**src/rtl/text_scan_sequencer.sv**
```systemverilog
// text_scan_sequencer: multi-pass line/column walker over the text-editor
// character BRAM. Each character is streamed with its line/column tags.
// Optional feature macro: SKIP_BLANK_EN (a zero character at column 0 ends
// that line early instead of being streamed).
module text_scan_sequencer #(
  parameter int CHAR_PER_LINE = 64,
  parameter int NUM_LINES     = 256,
  parameter int NUM_PASSES    = 2,
  parameter int READ_LATENCY  = 2,
  parameter int CHAR_WIDTH    = 8
) (
  input  logic                                           clk_in,
  input  logic                                           rst_in,
  input  logic                                           start_in,
  input  logic                                           line_done_in,
  input  logic                                           error_in,
  output logic [$clog2(CHAR_PER_LINE*NUM_LINES)-1:0]     mem_addr_out,
  input  logic [CHAR_WIDTH-1:0]                          mem_data_in,
  output logic                                           new_line_out,
  output logic                                           new_char_out,
  output logic [CHAR_WIDTH-1:0]                          char_out,
  output logic [$clog2(NUM_LINES)-1:0]                   line_out,
  output logic [$clog2(CHAR_PER_LINE)-1:0]               col_out,
  output logic [((NUM_PASSES > 1) ? $clog2(NUM_PASSES) : 1)-1:0] pass_out,
  output logic                                           busy_out,
  output logic                                           done_out,
  output logic                                           error_out
);

  localparam int AW = $clog2(CHAR_PER_LINE*NUM_LINES);
  localparam int LW = $clog2(NUM_LINES);
  localparam int CW = $clog2(CHAR_PER_LINE);
  localparam int PW = (NUM_PASSES > 1) ? $clog2(NUM_PASSES) : 1;
  localparam int DW = $clog2(READ_LATENCY+1);

  localparam logic [2:0] S_IDLE      = 3'd0;
  localparam logic [2:0] S_NEW_LINE  = 3'd1;
  localparam logic [2:0] S_SEND      = 3'd2;
  localparam logic [2:0] S_DRAIN     = 3'd3;
  localparam logic [2:0] S_NEXT_PASS = 3'd4;
  localparam logic [2:0] S_ERR       = 3'd5;

  logic [2:0]              state;
  logic [LW-1:0]           line;
  logic [CW-1:0]           col;
  logic [PW-1:0]           pass;
  logic [DW-1:0]           dcnt;
  logic                    done_q;
  logic                    error_q;
  logic [READ_LATENCY-1:0] pvld;
  logic [LW-1:0]           pline [READ_LATENCY];
  logic [CW-1:0]           pcol  [READ_LATENCY];

  logic tail_vld;
  logic blank;
  logic in_stream;
  logic advance;
  logic last_line;
  logic last_pass;

  // Pipe tail status, blank-line detection and end-of-line decision
  always_comb begin
    tail_vld  = pvld[READ_LATENCY-1];
`ifdef SKIP_BLANK_EN
    blank     = tail_vld && (pcol[READ_LATENCY-1] == '0) && (mem_data_in == '0);
`else
    blank     = 1'b0;
`endif
    in_stream = (state == S_SEND) || (state == S_DRAIN);
    last_line = (line == LW'(NUM_LINES-1));
    last_pass = (pass == PW'(NUM_PASSES-1));
    // Early termination and natural drain completion share one advance path
    advance   = (in_stream && (line_done_in || blank)) ||
                ((state == S_DRAIN) && (dcnt == DW'(READ_LATENCY-1)));
  end

  // Output decode from registered state and pipe tail
  always_comb begin
    new_line_out = (state == S_NEW_LINE);
    new_char_out = tail_vld && !blank;
    char_out     = new_char_out ? mem_data_in : '0;
    col_out      = new_char_out ? pcol[READ_LATENCY-1] : '0;
    if (new_char_out)
      line_out = pline[READ_LATENCY-1];
    else if (state == S_NEW_LINE)
      line_out = line;
    else
      line_out = '0;
    mem_addr_out = (state == S_SEND) ? (AW'(line) * AW'(CHAR_PER_LINE) + AW'(col)) : '0;
    pass_out     = pass;
    busy_out     = (state == S_NEW_LINE) || (state == S_SEND) ||
                   (state == S_DRAIN) || (state == S_NEXT_PASS);
    done_out     = done_q;
    error_out    = error_q;
  end

  // Sequencer FSM, counters and read-tag pipe
  always_ff @(posedge clk_in) begin
    if (rst_in) begin
      state   <= S_IDLE;
      line    <= '0;
      col     <= '0;
      pass    <= '0;
      dcnt    <= '0;
      done_q  <= 1'b0;
      error_q <= 1'b0;
      pvld    <= '0;
      for (int unsigned i = 0; i < READ_LATENCY; i++) begin
        pline[i] <= '0;
        pcol[i]  <= '0;
      end
    end else begin
      done_q   <= 1'b0;
      pvld[0]  <= (state == S_SEND);
      pline[0] <= line;
      pcol[0]  <= col;
      for (int unsigned i = 1; i < READ_LATENCY; i++) begin
        pvld[i]  <= pvld[i-1];
        pline[i] <= pline[i-1];
        pcol[i]  <= pcol[i-1];
      end

      if (start_in) begin
        state   <= S_NEW_LINE;
        line    <= '0;
        col     <= '0;
        pass    <= '0;
        error_q <= 1'b0;
        pvld    <= '0;
      end else if (error_in && (state != S_IDLE)) begin
        state   <= S_ERR;
        error_q <= 1'b1;
        pvld    <= '0;
      end else if (advance) begin
        // Flushing here also covers normal drain end: the pipe is already empty
        pvld <= '0;
        col  <= '0;
        if (!last_line) begin
          line  <= line + LW'(1);
          state <= S_NEW_LINE;
        end else if (!last_pass) begin
          state <= S_NEXT_PASS;
        end else begin
          state  <= S_IDLE;
          done_q <= 1'b1;
        end
      end else begin
        case (state)
          S_NEW_LINE: begin
            col   <= '0;
            state <= S_SEND;
          end
          S_SEND: begin
            if (col == CW'(CHAR_PER_LINE-1)) begin
              dcnt  <= '0;
              state <= S_DRAIN;
            end else begin
              col <= col + CW'(1);
            end
          end
          S_DRAIN: dcnt <= dcnt + DW'(1);
          S_NEXT_PASS: begin
            pass  <= pass + PW'(1);
            line  <= '0;
            col   <= '0;
            state <= S_NEW_LINE;
          end
          default: state <= state;
        endcase
      end
    end
  end

endmodule
```
**config.mk**
```make
export PLATFORM = sky130hd
export DESIGN_NAME = text_scan_sequencer
export DESIGN_NICKNAME = d
export VERILOG_FILES = /design/src/rtl/text_scan_sequencer.sv
export SDC_FILE = /design/constraint.sdc
export NUM_CORES = 1
export LEC_CHECK = 0
export CAP_MARGIN = 20
export CORE_UTILIZATION = 25
export CTS_CLUSTER_SIZE = 10
export DETAILED_ROUTE_END_ITERATION = 12
export DONT_BUFFER_PORTS = 1
export HOLD_SLACK_MARGIN = 0.08
export PLACE_DENSITY = 0.37
export SLEW_MARGIN = 25
export SYNTH_ARGS = -nofsm -noshare
export SYNTH_HDL_FRONTEND = slang
export SYNTH_SLANG_ARGS = --single-unit
```
**constraint.sdc**
```tcl
create_clock -name clk_in -period 1.9 [get_ports clk_in]
set_input_delay 0.19 -clock clk_in [delete_from_list [all_inputs] [get_ports clk_in]]
set_output_delay 0.19 -clock clk_in [all_outputs]
set_load 0.01 [all_outputs]
```
; ---- Word level (Yosys, flattened, before mapping)
; Memory sizes are Yosys's and may differ from the RTL's.
; Index checks and enable logic that the tools add are counted.
[classes]
n_addsub = 5
eq_ne = 13
muxes = 28
bitwise = 8
reduce_logical = 27
[ops]
columns = cell, count
row1 = 8-bit two-way mux, 8
row2 = 6-bit two-way mux, 5
row3 = 3-bit two-way mux, 5
row4 = 14-bit by 6-bit adder with 14-bit output, 1
row5 = 14-bit two-way mux, 1
row6 = 6-bit case mux with 2 select lines, 1
row7 = 3-bit case mux with 3 select lines, 1
row8 = 3-bit AND reduction, 3
row9 = "8-bit by 1-bit adder with 8-bit output, second input constant", 1
row10 = "8-bit equality test, second input constant", 1
row11 = "6-bit by 1-bit adder with 6-bit output, second input constant", 1
row12 = "3-bit by 2-bit equality test with 1-bit output, second input constant", 2
row13 = "6-bit equality test, second input constant", 1
row14 = 2-bit AND reduction, 3
row15 = 3-bit nonzero test, 2
row16 = 6-bit nonzero test, 1
row17 = 1-bit logical OR, 5
row18 = 1-bit two-way mux, 5
row19 = "5-bit by 3-bit inequality test with 1-bit output, second input constant", 1
row20 = 5-bit AND reduction, 1
row21 = 5-bit nonzero test, 1
row22 = 5-bit OR reduction, 1
row23 = "4-bit by 2-bit inequality test with 1-bit output, second input constant", 1
row24 = 1-bit inverter, 4
row25 = other kinds (18), 25
[totals]
register_bits = 24
ramBits = 28
in_bits = 13
output_inout_bits = 42
wordCells = 93
n_memories = 2
[mem_list]
columns = memory, words, width, rd, rd_ports_with_merged_regs, write_ports, line
row1 = pline, 2, 8, 2, 0, 2, 51  ; logic [LW-1:0] pline [READ_LATENCY];
row2 = pcol, 2, 6, 2, 0, 2, 52  ; logic [CW-1:0] pcol [READ_LATENCY];

; ---- Depth between registers and ports, before layout
[depth]
word_depth = 7
mapped_depth = 7
mapped_depth_nobuf = 7

; ---- Least setup slack after synthesis
; No wires, ideal clock.
[synth_timing]
path_kind = reg2reg
startpoint = register state[1]
endpoint = register col[0]
setup_time_ps = 126
t_arrival_ps = 1707
t_required_ps = 1774
slack_ps = 67
stages_incl_launch_ff = 7
path_buffers = 1
synth_period_minus_slack_ps = 1833
path_cell_list = dfxtp_1 > buf_2 > nor2b_1 > a222oi_1 > a21oi_1 > xnor2_1 > nor2_1
[synth_via]
elab_chain_cells = 6
word_cells_on_any_way = 17
cone_classes = 5 x eq/ne / 2 x mux / 1 x bitwise / 9 x reduce/logical
[synth_lines]
columns = item, line
row1 = from (decl), 43  ; logic [2:0] state;
row2 = from (signal assigned), 168  ; default: state <= state;
row3 = "3-bit by 2-bit equality test with 1-bit output, on equally long branches", "69, 148, 74"
row4 = 1-bit logical OR, 69  ; in_stream = (state == S_SEND) || (state == S_DRAIN);
row5 = 1-bit logical AND, 73  ; advance = (in_stream && (line_done_in || blank)) ||
row6 = 1-bit logical OR, 73
row7 = 3-bit inequality test (no source line) or 3-bit nonzero test (tied branches), --
row8 = 3-bit AND reduction (no source line), --
row9 = to (signal assigned), 158  ; col <= col + CW'(1);
row10 = to (decl), 45  ; logic [CW-1:0] col;
; Parallel ways exist; a longest one is shown, timed or not.
; A chain may end at the register's enable or synchronous reset.

; ---- Worst setup path after layout
[layout_timing]
startpoint = register state[0]
endpoint = output port line_out[7]
[layout_via]
elab_chain_cells = 3
[layout_lines]
columns = item, line
row1 = 3-bit by 1-bit equality test with 1-bit output, 85  ; else if (state == S_NEW_LINE)
row2 = 8-bit two-way mux, 85
row3 = 8-bit two-way mux, 83  ; if (new_char_out)
row4 = to (decl), 22  ; output logic [$clog2(NUM_LINES)-1:0] line_out,
; Every way passes these cells.

==> reports/metrics.json <==
{
  "die_y": {"value": 98.0, "unit": "um"},
  "vdd.ir_drop.worst": {"value": 273, "unit": "uV"},
  "finalNetCount": {"value": 320},
  "worst-path-buf-inv": {"value": 2},
  "timing.hold.worst.start": {"value": "rst_in"},
  "clockRootBuffer": {"value": "sky130_fd_sc_hd__clkbuf_8"},
  "grt_first_pass_wirelength": {"value": 9.75, "unit": "mm"},
  "post-synth-top-count-cell": {"value": "sky130_fd_sc_hd__dfxtp_1"},
  "antenna_left": {"value": 0},
  "rrSetupSlack": {"value": 0.13, "unit": "ns"},
  "synth_top_family_by_area": {"value": "simple AND/OR/NAND/NOR gates"},
  "sum_of_overflow_across_all_layers_after_global_routing": {"value": 0},
  "overall_via_count_from_detail_route": {"value": 1928},
  "areaGrowthSynthToFinish": {"value": 23.7, "unit": "%"},
  "buffer_ports.inserted": {"value": 0},
  "hpwlAfterDp": {"value": 4.21, "unit": "mm"},
  "startpoint_type": {"value": "flip-flop"},
  "worst_slew_margin_rel": {"value": 68.9, "unit": "%"},
  "synth.area.mux_share": {"value": 0, "unit": "%"},
  "antenna_found_initial": {"value": 0},
  "commonest_register_cell_after_synthesis": {"value": "sky130_fd_sc_hd__dfxtp_1"},
  "final_layout_size_suffix_gt1_share": {"value": 19.7, "unit": "%"},
  "syn_nets": {"value": 289},
  "netlist.top_cell.by_area": {"value": "sky130_fd_sc_hd__dfxtp_1"},
  "drt-total-wl": {"value": 6.07, "unit": "mm"},
  "failed_checks": {"value": "design-rule violations"},
  "number_of_synthesized_register_bits": {"value": 52},
  "setup_viol": {"value": 0},
  "worst-setup-path-type": {"value": "reg2out"},
  "fmaxAchievable": {"value": 553, "unit": "MHz"},
  "pwr_density_cell": {"value": 742, "unit": "nW/um^2"},
  "yosys_warnings": {"value": 0},
  "crit_start": {"value": "state[0]$_SDFFE_PP0P_"},
  "synth_area": {"value": 2300, "unit": "sq um"},
  "route.detailed.vias_per_inst": {"value": 4.67},
  "drt-initial-drc-count": {"value": 56},
  "synth.yosys.seq_area_share": {"value": 45.2, "unit": "%"},
  "clockBufferDepth": {"value": 2},
  "crit_family": {"value": "simple AND/OR/NAND/NOR gates"},
  "synth-simple-area-share": {"value": 34.1, "unit": "%"},
  "worstPathCellList": {"value": "nor2b_4, nor2b_4, buf_4, nand2_1, o21ai_0, buf_4"},
  "worstSetupPathDepth": {"value": 6},
  "std_cell_rows": {"value": 34},
  "hold_violations_final": {"value": 0},
  "yosys-top-cells-area": {"value": "sky130_fd_sc_hd__dfxtp_1 (45%), sky130_fd_sc_hd__nor2b_1 (8.7%), sky130_fd_sc_hd__and2_1 (8.1%)"},
  "synth_enable_flop_cells": {"value": 0},
  "ioPinCount": {"value": 55},
  "timing.critical_path.arrival": {"value": 1.62, "unit": "ns"},
  "result_of_the_run": {"value": "complete, but fails checks"},
  "fraction_of_synthesized_cell_area_in_xor_and_xnor_cells": {"value": 2.28, "unit": "%"},
  "die_width": {"value": 98.0, "unit": "um"},
  "reg2regPathDepth": {"value": 6},
  "antenna_diode_count": {"value": 0},
  "route.detailed.drc": {"value": 6},
  "floorplan.die_area": {"value": 9600, "unit": "sq um"},
  "cts_htree_levels": {"value": 2},
  "setup_total_negative_slack": {"value": 0, "unit": "ns"},
  "worst_hold_path.num_cells": {"value": 3},
  "cts.clk_slew.worst_paths": {"value": 0.10, "unit": "ns"},
  "holdCritPathClass": {"value": "in2reg"},
  "pin_count_of_the_biggest_net_entering_global_routing": {"value": 32},
  "synth_largest_type_area_fraction": {"value": 45.2, "unit": "%"},
  "skew": {"value": 0.0123, "unit": "ns"},
  "critical-path-max-stage-delay": {"value": 0.39, "unit": "ns"},
  "area_fraction_in_compound_gates_after_synthesis": {"value": 13.8, "unit": "%"},
  "numClockSinks": {"value": 52},
  "detail_route.first_pass.iterations": {"value": 8},
  "total_leakage_power": {"value": 1.06, "unit": "nW"},
  "critical_path_required": {"value": 1.71, "unit": "ns"},
  "worst_pin_slew": {"value": 0.463, "unit": "ns"},
  "worst_setup_path_end_kind": {"value": "primary output"},
  "postSynth.asyncResetShare": {"value": 0, "unit": "%"},
  "min_period_over_period": {"value": 95.1, "unit": "%"},
  "setup_repair_after_global_routing_missed_its_margin": {"value": "no"},
  "synth_cell_types": {"value": 37},
  "total_power": {"value": 2.11, "unit": "mW"},
  "path_max_fanout": {"value": 6},
  "tritoncts": {"value": "built"},
  "post-route-util": {"value": 32.4, "unit": "%"},
  "clk-insertion-delay-late": {"value": 0.31, "unit": "ns"},
  "grt_pass1_vias": {"value": 1837},
  "syn_area_per_cell": {"value": 8.44, "unit": "sq um"},
  "report.final.slew_viol_count": {"value": 0},
  "drv_cap": {"value": 0},
  "yosys.area_share.adder": {"value": 1.63, "unit": "%"},
  "synthesis.instances": {"value": 273},
  "core_region_area": {"value": 8810, "unit": "sq um"},
  "number_of_buffers_inserted_during_clock_tree_synthesis": {"value": 5},
  "routability_congestion_estimate_from_global_placement": {"value": 0.808},
  "cpMaxStageDelayCell": {"value": "sky130_fd_sc_hd__dfxtp_4"},
  "floorplan.initialDensity": {"value": 26.2, "unit": "%"},
  "period_needed": {"value": 1.81, "unit": "ns"},
  "r2r-start": {"value": "col[0]$_SDFFE_PP0P_"},
  "top_cells_by_instance_count_after_synthesis": {"value": "sky130_fd_sc_hd__dfxtp_1 (52), sky130_fd_sc_hd__nor2b_1 (32), sky130_fd_sc_hd__nand2_1 (31)"},
  "detail_route.wl_per_cell": {"value": 14.7, "unit": "um"},
  "global_route.usage.total": {"value": 12.9, "unit": "%"}
}
## kinds of logic after synthesis
kind of cell	after synthesis
compound gates	50
xor+xnor	6
simple gates	144
flops	52
fa+ha+maj	3
buf+inv	18
## power breakdown
part           total (mW)  switching [mW]  internal, mW
sequential           1.11          0.0132          1.10
clock               0.775           0.385         0.391
combinational       0.225           0.127        0.0978
## cell usage in the layout (no fill, tap or decap), types with 2 or more instances in the layout
master,synthesis,layout
sky130_fd_sc_hd__a211oi_1,3,3
sky130_fd_sc_hd__a21oi_1,12,11
sky130_fd_sc_hd__a311oi_1,3,2
sky130_fd_sc_hd__a31oi_1,2,2
sky130_fd_sc_hd__a41oi_1,2,2
sky130_fd_sc_hd__and2_1,30,31
sky130_fd_sc_hd__and3_1,5,5
sky130_fd_sc_hd__buf_4,0,37
sky130_fd_sc_hd__clkbuf_8,0,5
sky130_fd_sc_hd__dfxtp_1,52,49
sky130_fd_sc_hd__dfxtp_2,0,2
sky130_fd_sc_hd__dlygate4sd3_1,0,2
sky130_fd_sc_hd__ha_1,3,3
sky130_fd_sc_hd__nand2_1,31,31
sky130_fd_sc_hd__nand2b_1,4,4
sky130_fd_sc_hd__nand3_1,6,6
sky130_fd_sc_hd__nand4_1,3,3
sky130_fd_sc_hd__nor2_1,15,14
sky130_fd_sc_hd__nor2b_1,32,30
sky130_fd_sc_hd__nor2b_4,0,2
sky130_fd_sc_hd__nor3_1,3,3
sky130_fd_sc_hd__nor4_1,4,4
sky130_fd_sc_hd__nor4b_1,2,2
sky130_fd_sc_hd__o21a_1,2,2
sky130_fd_sc_hd__o21ai_0,13,8
sky130_fd_sc_hd__o21ai_1,4,8
sky130_fd_sc_hd__or2_2,2,2
sky130_fd_sc_hd__or3_1,5,5
sky130_fd_sc_hd__xnor2_1,6,6
## cell type report
type,instances,area [sq um]
clock buffer,5,68.8
clock inverter,3,42.5
fill,970,5960
inverter,1,3.75
multi-input combinational,203,1230
sequential,52,1050
tap,108,135
timing repair buffer,41,323
## path summary, 6_finish.rpt
check,endpoint
hold / removal,col[1]$_SDFFE_PP0P_
setup / recovery,line_out[7]
setup reg to reg,state[0]$_SDFFE_PP0P_
hold reg to reg,pline[0][13]$_SDFF_PP0_
## registers in the layout (all words and copies together) (netlist names)
register	cells
error_out	1
col	6
pvld	2
pline	16
state	3
done_out	1
pass_out	1
pcol	12
line	8
dcnt	2
## tightest hold or removal path: stages
cell and delay [ns]:
sky130_fd_sc_hd__nor2_1 0.08, sky130_fd_sc_hd__nand2_1 0.08, sky130_fd_sc_hd__o21ai_1 0.05
## layer usage
| metal | track usage, % | vias up | part of all wire, % |
|---|---|---|---|
| li1 | - | 993 | - |
| met1 | 18.1 | 874 | 52 |
| met2 | 19.9 | 55 | 43 |
| met3 | 2.22 | 6 | 4.6 |
| met4 | 4.20 | 0 | 1.1 |
| met5 | 0 | - | 0 |
## metrics by stage
stage,hold WS [ns],setup WS (ns),cells,instance area (sq um)
2_1_floorplan,0.262,0.0666,273,2300
3_3_place_gp,0.266,0.0752,399,2640
3_5_place_dp,0.267,0.0431,399,2640
4_1_cts,0.116,0.0171,411,2820
5_1_grt,0.150,0.00102,413,2850
6_report,0.128,0.0926,413,2850
## what timing repair did
item,CTS,global route
buffers inserted,0,2
cloned,1,0
hold buffers,3,0
endpoints found under the hold margin,34,0
pin swaps,0,1
gates resized for setup,7,13
endpoints found under the setup margin,8,17
(Power assumes the default switching activity.)
